## config.mk

```make
export PLATFORM = sky130hd
export DESIGN_NAME = bsg_round_robin_merge_fifo
export DESIGN_NICKNAME = d
export VERILOG_FILES = /design/src/rtl/bsg_round_robin_merge_fifo.sv
export SDC_FILE = /design/constraint.sdc
export NUM_CORES = 1
export LEC_CHECK = 0
export BUFFER_PORTS_ARGS = -buffer_cell sky130_fd_sc_hd__buf_4
export CAP_MARGIN = 20
export CORE_UTILIZATION = 35
export DETAILED_ROUTE_END_ITERATION = 6
export GPL_ROUTABILITY_DRIVEN = 0
export RECOVER_POWER = 25
export SETUP_SLACK_MARGIN = 0.02
export SLEW_MARGIN = 20
export SYNTH_ARGS = -nofsm -noshare
export SYNTH_HDL_FRONTEND = slang
export SYNTH_SLANG_ARGS = --single-unit
```

## constraint.sdc

```tcl
create_clock -name clk_i -period 2.47 [get_ports clk_i]
set_clock_uncertainty 0.1 [all_clocks]
set_input_delay 0.741 -clock clk_i [delete_from_list [all_inputs] [get_ports clk_i]]
set_output_delay 0.741 -clock clk_i [all_outputs]
set_load 0.05 [all_outputs]
```

## src/rtl/bsg_round_robin_merge_fifo.sv

```systemverilog
// Round-robin N-to-1 merge into a 2-entry output FIFO.
// Each cycle the FIFO has room, the first valid channel after the last winner
// is dequeued through yumi_o. Its data and channel index are written into the
// FIFO, which presents a valid/ready head to the consumer.
module bsg_round_robin_merge_fifo #(
    parameter int inputs_p = 4,
    parameter int width_p  = 8,
    localparam int tag_w   = (inputs_p > 1) ? $clog2(inputs_p) : 1
) (
    input  logic                        clk_i,
    input  logic                        reset_i,
    input  logic [inputs_p-1:0]         v_i,
    input  logic [inputs_p*width_p-1:0] data_i,
    output logic [inputs_p-1:0]         yumi_o,
    output logic                        v_o,
    output logic [width_p-1:0]          data_o,
    output logic [tag_w-1:0]            tag_o,
    input  logic                        ready_i
);

    logic [width_p-1:0] data_mem [2];
    logic [tag_w-1:0]   tag_mem  [2];
    logic               wptr_r;
    logic               rptr_r;
    logic [1:0]         count_r;
    logic [tag_w-1:0]   last_r;

    logic               grant_v;
    logic [tag_w-1:0]   grant_idx;
    logic [tag_w-1:0]   cand_idx;
    logic               can_enq;
    logic               do_enq;
    logic               do_deq;

    assign can_enq = (count_r != 2'd2);
    // Reset blocks the grant so that no producer loses an item while state is cleared.
    assign do_enq  = ~reset_i & can_enq & grant_v;
    assign v_o     = (count_r != 2'd0);
    assign do_deq  = v_o & ready_i;
    assign data_o  = data_mem[rptr_r];
    assign tag_o   = tag_mem[rptr_r];

    // Search from the channel after the last winner, wrapping; the first hit wins.
    always_comb begin
        grant_v   = 1'b0;
        grant_idx = '0;
        cand_idx  = '0;
        for (int i = 1; i <= inputs_p; i++) begin
            cand_idx = tag_w'((int'(last_r) + i) % inputs_p);
            if (!grant_v && v_i[cand_idx]) begin
                grant_v   = 1'b1;
                grant_idx = cand_idx;
            end
        end
    end

    // The dequeue strobe is the one-hot grant, issued only when the item is actually taken.
    always_comb begin
        yumi_o = '0;
        if (do_enq) begin
            yumi_o = inputs_p'(1) << grant_idx;
        end
    end

    // FIFO storage; contents need no reset because count gates visibility.
    always_ff @(posedge clk_i) begin
        if (do_enq) begin
            data_mem[wptr_r] <= data_i[grant_idx*width_p +: width_p];
            tag_mem[wptr_r]  <= grant_idx;
        end
    end

    // Pointers, occupancy and arbitration priority.
    always_ff @(posedge clk_i) begin
        if (reset_i) begin
            wptr_r  <= 1'b0;
            rptr_r  <= 1'b0;
            count_r <= 2'd0;
            last_r  <= tag_w'(inputs_p - 1);
        end else begin
            if (do_enq) begin
                wptr_r <= ~wptr_r;
                last_r <= grant_idx;
            end
            if (do_deq) begin
                rptr_r <= ~rptr_r;
            end
            case ({do_enq, do_deq})
                2'b10:   count_r <= count_r + 2'd1;
                2'b01:   count_r <= count_r - 2'd1;
                default: count_r <= count_r;
            endcase
        end
    end

endmodule

```

## After elaboration in Yosys (flattened, before gate mapping)

Memory sizes are Yosys's and may differ from the RTL's. A register that Yosys moved wholly into a read port is not among the register bits.
Index checks and enable logic that the tools add are counted.

| storage, ports and cells | value |
|---|---|
| register bits | 6 |
| bits in latches | 0 |
| bits in writable memories | 20 |
| bits in read-only memories | 0 |
| input bits | 39 |
| output and inout bits | 15 |
| logic and storage cells | 59 |
| memories | 2 |

Memory list:

| memory | words | bits a word | read ports | clocked after memory_dff | wr ports | line | RTL |
|---|---|---|---|---|---|---|---|
| data_mem | 2 | 8 | 1 | 1 | 1 | 21 | `logic [width_p-1:0] data_mem [2];` |
| tag_mem | 2 | 2 | 1 | 1 | 1 | 22 | `logic [tag_w-1:0] tag_mem [2];` |

| operators by class | value |
|---|---|
| $add $sub $neg | 6 |
| $mul | 0 |
| divide/modulo/power cells | 0 |
| magnitude comparators | 4 |
| eq/ne operators | 3 |
| shift-type cells | 2 |
| mux-type cells | 24 |
| bitwise logic cells | 6 |
| reduce and logical (&&, ||, !) cells | 8 |

Operator list:

| cell | number |
|---|---|
| 32-bit by 6-bit variable part select with 8-bit output | 1 |
| 1-bit 2-to-1 mux | 14 |
| 2-bit by 3-bit less-than comparator with 1-bit output (second input constant) | 4 |
| 1-bit binary-select mux with 2-bit select | 4 |
| 2-bit 2-to-1 mux | 4 |
| 2-bit by 1-bit adder with 2-bit output (second input constant) | 3 |
| 2-bit adder (second input constant) | 2 |
| 4-bit 2-to-1 mux | 1 |
| 2-bit case mux with 2 select lines | 1 |
| 2-bit nonzero test | 2 |
| 1-bit by 2-bit left shift with 4-bit output (first input constant) | 1 |
| 1-bit bitwise AND | 3 |
| 1-bit logical AND | 3 |
| 1-bit zero test | 3 |
| 1-bit inverter | 3 |
| 2-bit by 1-bit equality test with 1-bit output (second input constant) | 1 |
| 2-bit equality test (second input constant) | 1 |
| 2-bit inequality test (second input constant) | 1 |
| 2-bit by 1-bit subtractor with 2-bit output (second input constant) | 1 |

## Logic depth before layout (Yosys ltp)

| depth | value |
|---|---|
| depth after elaboration | 16 |
| gate-level depth with buffers | 7 |
| depth with buffers taken out | 6 |

## Least setup slack after synthesis

No wires, ideal clock.

| path | value |
|---|---|
| kind | input to output |
| start point | input v_i[2] |
| end point | output yumi_o[1] |
| arrival time | 2.166 ns |
| required time | 1.629 ns |
| path slack | -0.537 ns |
| stages on the path | 6 |
| buffers on the path | 2 |
| path through | nand2b_1 > a21o_1 > and3_1 > buf_4 > buf_6 > nor2_1 |

| on the way | value |
|---|---|
| word-level cells in the longest chain between the ends | 14 |
| elaborated cells on any way between the ends | 25 |
| those cells by class | shift: 1; mux: 17; bitwise: 1; reduce/logical: 6 |

Ends and longest elaborated chain:

| what | line | RTL |
|---|---|---|
| from (decl) | 12 | `input logic [inputs_p-1:0] v_i,` |
| 1-bit binary-select mux with 2-bit select | 50 | `if (!grant_v && v_i[cand_idx]) begin` |
| 1-bit 2-to-1 mux (not written as such) | 50 |  |
| 1-bit 2-to-1 mux | 50 |  |
| 1-bit zero test | 50 |  |
| 1-bit logical AND | 50 |  |
| 1-bit 2-to-1 mux | 50 |  |
| 1-bit zero test | 50 |  |
| 1-bit logical AND | 50 |  |
| 1-bit 2-to-1 mux | 50 |  |
| 1-bit zero test | 50 |  |
| 1-bit logical AND | 50 |  |
| 2-bit 2-to-1 mux or 1-bit 2-to-1 mux (tied branches) | 50 |  |
| 1-bit by 2-bit left shift with 4-bit output or 1-bit bitwise AND (tied branches) | 61, 37 |  |
| 4-bit 2-to-1 mux * | 60 | `if (do_enq) begin` |
| to (decl) | 14 | `output logic [inputs_p-1:0] yumi_o,` |

Mark *: on every way between the ends. The rest lies on a longest branch, timed or not. The select of a mux whose other input is x is not followed.

## Final worst setup path

| path | value |
|---|---|
| start point | input v_i[1] |
| end point | output yumi_o[2] |

Same word-level chain as after synthesis.

==> reports/qor.csv <==
metric;value;unit
CTS tree;done;
synth unique cells;32;
Final Setup Violations;4;
Power Density;1113;nW/um^2
R2R Path End;count_r[1];
Worst R2R Start;count_r[0];
Site Rows;22;
Critical Path RT;1.63;ns
min Tclk post-route;2.660;ns
Longest Clk Path Bufs;2;
initial antenna violation count;0;
Core Util, Final;54.24;%
failing checks;setup timing;
CP endpoint kind;primary output;
Seq/Total Area, Yosys;53.77;%
Die Wd;64.74;microns
Post-Syn Area;1378;sq um
Synth top cells by count;nand2_1, edfxtp_1, nor2_1;
top-count cell post-synth;nand2_1;
R2R Setup Slk;0.48;ns
CP max stage cell;and3_4;
crit path max fanout;4;
cell taking the most area after synthesis;edfxtp_1;
via count;1152;
Port Buffers;53;
outcome;finished with violations;
Post-synth EDFFs;20;
Core ar.;3716;sq um
CTS buffer count;3;
Slew HR;70.10;%
Hold Path Origin;count_r[1];
unrepaired setup endpoints after global routing;yes;
Post-CTS Hold Fix Bufs;0;
peak supply drop;0.3997;mV
Max Slew Vio Count;0;
gr ovfl total;0;
first-pass GRT wire length;5043;microns
Mapped Cells;129;
Clk pin slew, worst setup/hold paths;0.09;ns
Ports;54;
Total Power;2.243;mW
Synth area leaders;edfxtp_1, dfxtp_1, mux2_2, nand2_1, a32oi_1;
CP Data Arrival Time;1.82;ns
Die Area;4191;sq um
final WL;3057;microns
syn_nets;169;
die height;64.74;microns
clk root buf;clkbuf_8;
Setup CP Type;input port to primary output;
final worst slack;-0.1895;ns
Clk Latency, worst-skew pair;0.26;ns
Tightest Pin Transition;0.4479;ns
max frequency;0.3760;GHz
HP Class;flip-flop to flip-flop;
ys async rst share;0;%
Worst setup SP type;input port;
initial core utilization;37.07;%
TritonRoute pass-1 iters;4;
hpwl dp;2314;microns
final net count;231;
ys flop type;edfxtp_1;
drt drc;0;
top cell type's share of synthesized area;43.60;%
Clock Sinks;27;
Hold Fails Final Rpt;0;
Worst Reg-to-Reg Cells;6;
routed len/inst;12.84;microns
Layout area overhead;46.32;%
Yosys warnings;0;
largest net degree at the start of global routing;18;
Post-Syn Area per Cell;10.68;sq um
layout cell share with drive strength beyond 1;48.95;%
vias in the first global route;1140;
Via density;4.840;
CTS H-tree depth;1;
# Max-Cap Violations;0;
Tot GR Track Use;15.63;%
Leak Pwr;0.8424;nW
post-synthesis register bit count;27;
critical path's largest stage delay;0.26;ns
Routed Antenna Nets;0;
Detailed Route Iter0 Violations;20;
final worst path period share;107.7;%
ANT cells;0;
Hold Crit Depth;2;
crit-path cells;buf_4 > nor2b_1 > o21ai_2 > and3_4 > clkinv_4 > nor3_4 > buf_6;
hold path endpoint;count_r[1];
cells by family after synthesis:
kind of cell / count (synthesis) / synth area share [%]
XOR/XNOR: 4 / 2.544
adder cells (fa/ha/maj): 1 / 0.9081
multiplexers: 10 / 8.175
flip-flops: 27 / 53.77
buffers and inverters: 12 / 5.902
AND/OR/NAND/NOR: 49 / 16.08
AO/OA/AOI/OAI: 26 / 12.63
cell type report:
| cell class | count | area, sq um |
|---|---|---|
| Sequential cell | 27 | 740.7 |
| Clock inverter | 1 | 5.005 |
| Fill cell | 351 | 1700 |
| Timing Repair Buffer | 65 | 529.3 |
| Inverter | 4 | 20.02 |
| Tap cell | 48 | 60.06 |
| Clock buffer | 3 | 41.29 |
| Multi-Input combinational cell | 90 | 619.3 |
sequential cells by signal, summed over array words and instances (netlist names), named ones only:
signal    cells
rptr_r        1
wptr_r        1
data_mem     16
count_r       2
tag_mem       4
last_r        2
repair_timing:
| item | CTS | global route |
|---|---|---|
| endpoints found under the setup margin | 4 | 4 |
| buffers inserted | 1 | 1 |
| resized for setup | 9 | 6 |
| pin swaps | 4 | 2 |
through the flow:
stage                     area [sq um]  std cells  hold WS [ns]  setup TNS (ns)  setup slack (ns)
after floorplan                   1436        129        0.3663         -0.9993           -0.2789
after global placement            1897        232        0.3867         -0.7117           -0.2115
after detailed placement          1897        232        0.4134         -0.8075           -0.2670
after CTS                         1986        237        0.4271         -0.5688           -0.1711
after global routing              2016        238        0.4551         -0.7309           -0.2332
final                             2016        238        0.4362         -0.5893           -0.1895
per-layer routing:
layer / track usage [%] / vias to the layer above / wire [microns]
met5: 0 / - / 0
met4: 5.833 / 0 / 27
met1: 18.67 / 540 / 1263
met2: 28.65 / 30 / 1614
met3: 1.408 / 2 / 152
li1: - / 580 / -
report_power, final:
part           leakage [nW]  total (mW)  internal, mW  switching [mW]
registers             0.245       0.738         0.662          0.0759
logic                 0.572        1.26         0.498           0.766
clock network        0.0255       0.241         0.113           0.129
total                 0.842        2.24          1.27           0.971
critical path: cells and delay by family:
kind	cells	cell delay, ns
compound gates	1	0.15
buf+inv	3	0.40
simple gates	3	0.52
how the worst max path moves through the flow:
stage / slack [ns] / end / startpoint
after detailed placement: -0.27 / yumi_o[2] / v_i[3]
after global placement: -0.21 / yumi_o[2] / v_i[3]
after floorplan: -0.28 / yumi_o[3] / v_i[2]
after global routing: -0.23 / yumi_o[2] / v_i[1]
final: -0.19 / yumi_o[2] / v_i[1]
after CTS: -0.17 / yumi_o[2] / v_i[1]
layout by cell type, fill, tap and decap left out, drive strengths merged, types with 2 or more instances in the layout:
cell type,count
a21oi,9
a32oi,8
buf,65
clkbuf,3
clkinv,2
dfxtp,7
edfxtp,20
inv,3
mux2,10
nand2,24
nand2b,3
nor2,14
nor2b,2
nor3,2
o21ai,5
xnor2,3
No activity file was read; power rests on OpenSTA's default activity.
